## src/rtl/gf227_pkg.sv

```systemverilog
// Shared constants and FSM state type for the GF(227) frame accumulator.
package gf227_pkg;

    localparam int GF_Q = 227;
    localparam int GF_W = 8;

    typedef enum logic [0:0] {
        ST_ACC  = 1'b0,
        ST_HOLD = 1'b1
    } acc_state_e;

    // True when a residue lies outside the canonical range [0, q).
    function automatic logic out_of_range(input logic [GF_W-1:0] value, input int q);
        return ({24'd0, value} >= q[31:0]);
    endfunction

endpackage

```

## src/rtl/gf227_mod_add.sv

```systemverilog
// Combinational modular adder: y = (a + b) mod Q for a, b < Q.
module gf227_mod_add
    import gf227_pkg::*;
#(
    parameter int W = GF_W,
    parameter int Q = GF_Q
) (
    input  logic [W-1:0] a,
    input  logic [W-1:0] b,
    output logic [W-1:0] y
);

    logic [W:0] sum_s;

    // One-extra-bit sum followed by a single conditional subtraction of Q.
    always_comb begin
        sum_s = {1'b0, a} + {1'b0, b};
        if (sum_s >= (W+1)'(Q)) begin
            y = W'(sum_s - (W+1)'(Q));
        end else begin
            y = sum_s[W-1:0];
        end
    end

endmodule

```

## src/rtl/gf227_frame_acc.sv

```systemverilog
// Sums FRAME_LEN residues mod Q per frame and holds the result for a consumer.
// Optional input range check/fold enabled by GF227_FRAME_ACC_RANGE_CHECK_EN.
module gf227_frame_acc
    import gf227_pkg::*;
#(
    parameter int FRAME_LEN = 16,
    parameter int Q         = GF_Q,
    parameter int W         = GF_W
) (
    input  logic         clk,
    input  logic         rst_n,
    input  logic         clr,
    input  logic         in_valid,
    input  logic [W-1:0] in_data,
    output logic         in_ready,
    output logic         out_valid,
    output logic [W-1:0] out_data,
    input  logic         out_ready,
    output logic         err
);

    localparam int CNT_W = (FRAME_LEN > 1) ? $clog2(FRAME_LEN) : 1;
    localparam logic [CNT_W-1:0] LAST_CNT = CNT_W'(FRAME_LEN - 1);

    acc_state_e     state_r;
    acc_state_e     state_nxt_s;
    logic [W-1:0]   acc_r;
    logic [CNT_W-1:0] cnt_r;
    logic [W-1:0]   out_data_r;
    logic           out_valid_r;
    logic           err_r;
    logic           ready_en_r;

    logic [W-1:0]   addend_s;
    logic [W-1:0]   sum_s;
    logic           range_bad_s;
    logic           in_ready_s;
    logic           accept_s;
    logic           last_beat_s;
    logic           out_fire_s;

`ifdef GF227_FRAME_ACC_RANGE_CHECK_EN
    // Fold an out-of-range residue back below Q before it reaches the adder.
    always_comb begin
        range_bad_s = (in_data >= W'(Q));
        if (range_bad_s) begin
            addend_s = in_data - W'(Q);
        end else begin
            addend_s = in_data;
        end
    end
`else
    // No range handling: the residue is trusted as delivered.
    always_comb begin
        range_bad_s = 1'b0;
        addend_s    = in_data;
    end
`endif

    gf227_mod_add #(
        .W (W),
        .Q (Q)
    ) u_mod_add (
        .a (acc_r),
        .b (addend_s),
        .y (sum_s)
    );

    // Handshake qualifiers; ready stays low until the first edge after reset.
    always_comb begin
        in_ready_s  = ready_en_r && (state_r == ST_ACC) && !clr;
        accept_s    = in_valid && in_ready_s;
        last_beat_s = (cnt_r == LAST_CNT);
        out_fire_s  = out_valid_r && out_ready;
    end

    // Next-state logic for the accumulate/hold FSM.
    always_comb begin
        state_nxt_s = state_r;
        case (state_r)
            ST_ACC: begin
                if (accept_s && last_beat_s) begin
                    state_nxt_s = ST_HOLD;
                end else begin
                    state_nxt_s = ST_ACC;
                end
            end
            ST_HOLD: begin
                if (out_fire_s) begin
                    state_nxt_s = ST_ACC;
                end else begin
                    state_nxt_s = ST_HOLD;
                end
            end
            default: state_nxt_s = ST_ACC;
        endcase
    end

    // FSM state register.
    always_ff @(posedge clk or negedge rst_n) begin
        if (!rst_n) begin
            state_r <= ST_ACC;
        end else begin
            state_r <= state_nxt_s;
        end
    end

    // Accumulator, beat counter, result holding register and sticky error.
    always_ff @(posedge clk or negedge rst_n) begin
        if (!rst_n) begin
            acc_r       <= {W{1'b0}};
            cnt_r       <= {CNT_W{1'b0}};
            out_data_r  <= {W{1'b0}};
            out_valid_r <= 1'b0;
            err_r       <= 1'b0;
            ready_en_r  <= 1'b0;
        end else begin
            ready_en_r <= 1'b1;
            if (accept_s && range_bad_s) begin
                err_r <= 1'b1;
            end
            if (accept_s) begin
                if (last_beat_s) begin
                    out_data_r  <= sum_s;
                    out_valid_r <= 1'b1;
                    acc_r       <= {W{1'b0}};
                    cnt_r       <= {CNT_W{1'b0}};
                end else begin
                    acc_r <= sum_s;
                    cnt_r <= cnt_r + CNT_W'(1);
                end
            end else if ((state_r == ST_ACC) && clr) begin
                acc_r <= {W{1'b0}};
                cnt_r <= {CNT_W{1'b0}};
            end else if (out_fire_s) begin
                out_valid_r <= 1'b0;
            end
        end
    end

    assign in_ready  = in_ready_s;
    assign out_valid = out_valid_r;
    assign out_data  = out_data_r;
    assign err       = err_r;

endmodule

```

## config.mk

```make
export PLATFORM = sky130hd
export DESIGN_NAME = gf227_frame_acc
export DESIGN_NICKNAME = d
export VERILOG_FILES = /design/src/rtl/gf227_pkg.sv /design/src/rtl/gf227_mod_add.sv /design/src/rtl/gf227_frame_acc.sv
export SDC_FILE = /design/constraint.sdc
export NUM_CORES = 1
export LEC_CHECK = 0
export BUFFER_PORTS_ARGS = -buffer_cell sky130_fd_sc_hd__buf_4
export CAP_MARGIN = 5
export CORE_UTILIZATION = 49
export DETAILED_ROUTE_END_ITERATION = 10
export GPL_ROUTABILITY_DRIVEN = 0
export PLACE_DENSITY = 0.69
export SLEW_MARGIN = 30
export SYNTH_ARGS = -nofsm -noshare
export SYNTH_HDL_FRONTEND = slang
export SYNTH_SLANG_ARGS = --single-unit
export TNS_END_PERCENT = 10
```

## constraint.sdc

```tcl
create_clock -name clk -period 5 [get_ports clk]
set_input_delay 0.75 -clock clk [delete_from_list [all_inputs] [get_ports clk]]
set_output_delay 0.75 -clock clk [all_outputs]
set_load 0.03 [all_outputs]
```

==> impl_results.html <==
<table>
<tr><th>Metric</th><th>Value</th></tr>
<tr><th colspan="2">Layout</th></tr>
<tr><td>Share of post-route cells with drive strength above 1</td><td>0.199</td></tr>
<tr><td>Nets</td><td>251</td></tr>
<tr><td>Design area</td><td>2070 um2</td></tr>
<tr><td># fillers</td><td>331</td></tr>
<tr><td>Post-layout utilization of the core</td><td>0.596</td></tr>
<tr><td>Layout Area Growth over Synthesis</td><td>11.9%</td></tr>
<tr><td>Antenna diodes</td><td>0</td></tr>
<tr><th colspan="2">Timing</th></tr>
<tr><td>Transition time at the pin with the least slew margin</td><td>696 ps</td></tr>
<tr><td>Period utilisation layout</td><td>0.629</td></tr>
<tr><td>Finish-stage setup viols</td><td>0</td></tr>
<tr><td>Sum Neg Setup Slack</td><td>0 ps</td></tr>
<tr><td>Relative max-transition margin</td><td>0.534</td></tr>
<tr><td>Post-route worst setup slack</td><td>1860 ps</td></tr>
<tr><td>Fin Clk Skew</td><td>7.15 ps</td></tr>
<tr><td>Maximum frequency from static timing analysis</td><td>318 MHz</td></tr>
<tr><td>Final hold violations</td><td>0</td></tr>
<tr><td>Slew Limit Fails</td><td>0</td></tr>
<tr><td>Post-Route Hold Slack</td><td>356 ps</td></tr>
<tr><td>Unrepaired setup endpoints after global routing</td><td>no</td></tr>
<tr><td>Tmin final</td><td>3140 ps</td></tr>
<tr><th colspan="2">Critical path</th></tr>
<tr><td>Ordered list of cells on the worst path</td><td>buf_4 &gt; ha_1 &gt; fa_1 &gt; a211o_2 &gt; a211o_1 &gt; a22oi_1 &gt; nand2b_1 &gt; a221o_1 &gt; a211o_1</td></tr>
<tr><td>Launch instance of the worst register-to-register path</td><td>acc_r[0]</td></tr>
<tr><td>Cell type of the slowest stage on the worst timing path</td><td>fa_1</td></tr>
<tr><td>CP Data Arrival Time</td><td>3300 ps</td></tr>
<tr><td>Startpoint types</td><td>primary input</td></tr>
<tr><td>Most repeated library cell on the critical path</td><td>a211o_1</td></tr>
<tr><td>Register-to-Register Setup Slack</td><td>2060 ps</td></tr>
<tr><td>Maximum fanout encountered on the critical timing path</td><td>11</td></tr>
<tr><td>Crit path largest cell delay</td><td>420 ps</td></tr>
<tr><td>Number of cell instances on the worst register-to-register path</td><td>8</td></tr>
<tr><td>Required time of the critical path</td><td>5160 ps</td></tr>
<tr><td>Worst flop-to-flop path endpoint</td><td>acc_r[0]</td></tr>
<tr><td>Critical Setup Path Class</td><td>primary input to register</td></tr>
<tr><td>Type of element capturing the critical path</td><td>register</td></tr>
<tr><th colspan="2">Floorplanning</th></tr>
<tr><td>Core Footprint</td><td>3470 um2</td></tr>
<tr><td>Initial standard-cell utilization of the core</td><td>0.532</td></tr>
<tr><td>Floorplan die height</td><td>63.4 um</td></tr>
<tr><td>Number of top-level pins</td><td>24</td></tr>
<tr><td>Overall die width</td><td>63.4 um</td></tr>
<tr><td>Cell row count</td><td>21</td></tr>
<tr><td>Die footprint</td><td>4020 um2</td></tr>
<tr><th colspan="2">Synthesis</th></tr>
<tr><td>Count of cell types in the netlist</td><td>55</td></tr>
<tr><td>Average footprint of a synthesized cell</td><td>8.92 um2</td></tr>
<tr><td>Share of flip-flops with an asynchronous set or reset after synthesis</td><td>1.00</td></tr>
<tr><td>Number of nets produced by synthesis</td><td>231</td></tr>
<tr><td>Synth Instances</td><td>207</td></tr>
<tr><td>Synth warn</td><td>0</td></tr>
<tr><td>Sequential-to-total area share from yosys stat</td><td>0.312</td></tr>
<tr><td>Number of flops mapped to enable cells by yosys</td><td>0</td></tr>
<tr><td>Post-Synthesis Cell Area</td><td>1850 um2</td></tr>
<tr><td>Flops &amp; latches, synth</td><td>23</td></tr>
<tr><td>Dominant register cell in the synthesized netlist</td><td>dfrtp_1</td></tr>
<tr><th colspan="2">Pwr</th></tr>
<tr><td>Worst vdd ir</td><td>195 uV</td></tr>
<tr><td>Clock power frac</td><td>0.151</td></tr>
<tr><td>Switching power share of the total</td><td>0.462</td></tr>
<tr><td>Net Switching</td><td>0.373 mW</td></tr>
<tr><td>Cell area power density</td><td>390 nW/um2</td></tr>
<tr><td>Logic gate share of total power</td><td>0.582</td></tr>
<tr><td>Leak pwr</td><td>0.953 nW</td></tr>
<tr><td>Seq pwr share</td><td>0.268</td></tr>
<tr><td>Internal Power</td><td>0.433 mW</td></tr>
<tr><th colspan="2">Clocking</th></tr>
<tr><td>Max Root-Sink Buffers</td><td>2</td></tr>
<tr><td>Clock-pin slew on the worst setup and hold paths</td><td>90 ps</td></tr>
<tr><td>Number of buffers inserted for hold repair after clock tree synthesis</td><td>0</td></tr>
<tr><td>Clock tree from TritonCTS</td><td>yes</td></tr>
<tr><td>Root buffer selected by CTS</td><td>clkbuf_8</td></tr>
<tr><td>Count of instances resized after the clock tree is built</td><td>0</td></tr>
<tr><td>Sinks on the clock net</td><td>23</td></tr>
<tr><td>Clock latency at the later pin of the worst-skew pair</td><td>270 ps</td></tr>
<tr><td>Max H-tree Level</td><td>1</td></tr>
<tr><td>Setup fix buffers added after clock tree synthesis</td><td>0</td></tr>
<tr><td>Inserted Clock Buffers</td><td>3</td></tr>
<tr><th colspan="2">Global routing</th></tr>
<tr><td>Vias in the first global route</td><td>1713</td></tr>
<tr><td>Gr usage total</td><td>0.237</td></tr>
<tr><td>Initial antenna violation count</td><td>0</td></tr>
<tr><td>Wire length of the first global-routing pass</td><td>7650 um</td></tr>
<tr><td>Leftover overflow at the end of global routing</td><td>0</td></tr>
<tr><td>Pin count of the biggest net entering global routing</td><td>24</td></tr>
<tr><th colspan="2">Routing</th></tr>
<tr><td>Via count</td><td>1764</td></tr>
<tr><td>Number of DRC markers after the initial detailed-route iteration</td><td>92</td></tr>
<tr><td>DR vias/cell</td><td>6.49</td></tr>
<tr><td>Count of nets left with antenna violations after detail routing</td><td>0</td></tr>
<tr><td>First-pass iteration count of the detailed router</td><td>4</td></tr>
<tr><td>Aggregate routed wire length</td><td>4420 um</td></tr>
<tr><td># DRC</td><td>0</td></tr>
<tr><td>Detail-routed net length per standard cell</td><td>16.3 um</td></tr>
<tr><th colspan="2">Min path</th></tr>
<tr><td>Class of the tightest hold or removal check</td><td>primary input to async pin</td></tr>
<tr><th colspan="2">Flow run</th></tr>
<tr><td>Maximum capacitance violations</td><td>0</td></tr>
<tr><th colspan="2">Placed design</th></tr>
<tr><td>Total of buffers placed on input and output ports</td><td>22</td></tr>
<tr><td>Pre-CTS WS</td><td>1560 ps</td></tr>
<tr><td>Placed standard-cell area</td><td>2010 um2</td></tr>
<tr><td>Hpwl dp</td><td>3310 um</td></tr>
<tr><th colspan="2">Run status</th></tr>
<tr><td>Result of the run</td><td>finished clean</td></tr>
</table>
synth_stat cells, drive strengths merged, types with 2 or more instances:
library cell   n  area [um2]
nand2         27         101
dfrtp         23         576
o21ai         15        75.1
nor2          14        55.1
nand3         11        55.1
ha            10         125
nor3           9        45.0
a21oi          8        40.0
a21o           7        55.1
o211ai         7        52.6
a211o          6        53.8
and2           5        33.8
o2111ai        5        43.8
o21a           5        37.5
a22oi          4        43.8
clkbuf         4        35.0
or2            4        25.0
a221oi         3        56.3
a22o           3        36.3
a31oi          3        18.8
buf            3        20.0
nand2b         3        18.8
nand4          3        18.8
a311oi         2        17.5
and3           2        12.5
conb           2        7.51
mux2           2        22.5
mux2i          2        20.0
o311ai         2        17.5
critical path, delay by kind of cell:
| kind | cells | cell delay (ps) |
|---|---|---|
| AOI/OAI and AO/OA | 5 | 1500 |
| adders and majority gates | 2 | 650 |
| and+or+nand+nor | 1 | 290 |
| buffers and inverters | 1 | 110 |
sequential cells by signal, indices dropped and copies added, names as in the netlist:
name / flops
out_data: 8
state_r: 1
acc_r: 8
out_valid: 1
ready_en_r: 1
cnt_r: 4
how the worst max path moves through the flow:
stage / start / end / slack, ps / cells past startpoint
after floorplan: in_data[0] / acc_r[7] / 1950 / 8
after detailed placement: in_data[0] / acc_r[0] / 1560 / 9
final: in_data[0] / acc_r[0] / 1860 / 9
after global placement: in_data[0] / acc_r[0] / 1630 / 9
after CTS: in_data[0] / acc_r[0] / 1860 / 9
after global routing: in_data[0] / acc_r[0] / 1680 / 9
through the flow:
stage          power (mW)  instances
2_1_floorplan       0.588        207
3_3_place_gp        0.662        268
3_5_place_dp        0.676        268
4_1_cts             0.799        272
5_1_grt             0.864        272
6_report            0.806        272
routing by layer:
metal	share of wire	track usage	vias up
li1	-	-	834
met1	0.45	0.323	853
met2	0.47	0.395	73
met3	0.070	0.0236	4
met4	0.012	0.0710	0
met5	0	0	-
power by group through the flow:
stage	Sequential [mW]	Combinational, mW	Clock, mW
2_1_floorplan	0.215	0.373	0
3_3_place_gp	0.219	0.443	0
3_5_place_dp	0.219	0.457	0
4_1_cts	0.216	0.459	0.124
5_1_grt	0.218	0.512	0.134
6_report	0.216	0.469	0.121
logic make-up after synthesis:
kind of cell    count (synthesis)  synth area share
flops                          23             0.312
buf+inv                         7            0.0298
other cells                     2           0.00407
fa+ha+maj                      11            0.0786
compound gates                 76             0.327
mux                             4            0.0230
xor+xnor                        1           0.00474
simple gates                   83             0.222
area by class of cell:
class,count,area [um2],share of cell area
flip-flops and latches,23,576,0.278
multi-input cells,177,1220,0.590
clock inverters,1,7.51,0.00363
well taps,46,57.6,0.0278
clock buffers,3,41.3,0.0200
repair buffers,22,165,0.0799
cells in the final DEF (no fill, tap or decap), types with 5 or more instances in the layout:
cell,n
nand2_1,27
a211o_1,5
a21o_1,5
nor2_1,13
dfrtp_1,23
a21oi_1,7
nand3_1,11
nor3_1,9
o211ai_1,7
o21ai_0,12
ha_1,10
o2111ai_1,5
buf_4,22
o21a_1,5
No activity file was read; power rests on OpenSTA's default activity.
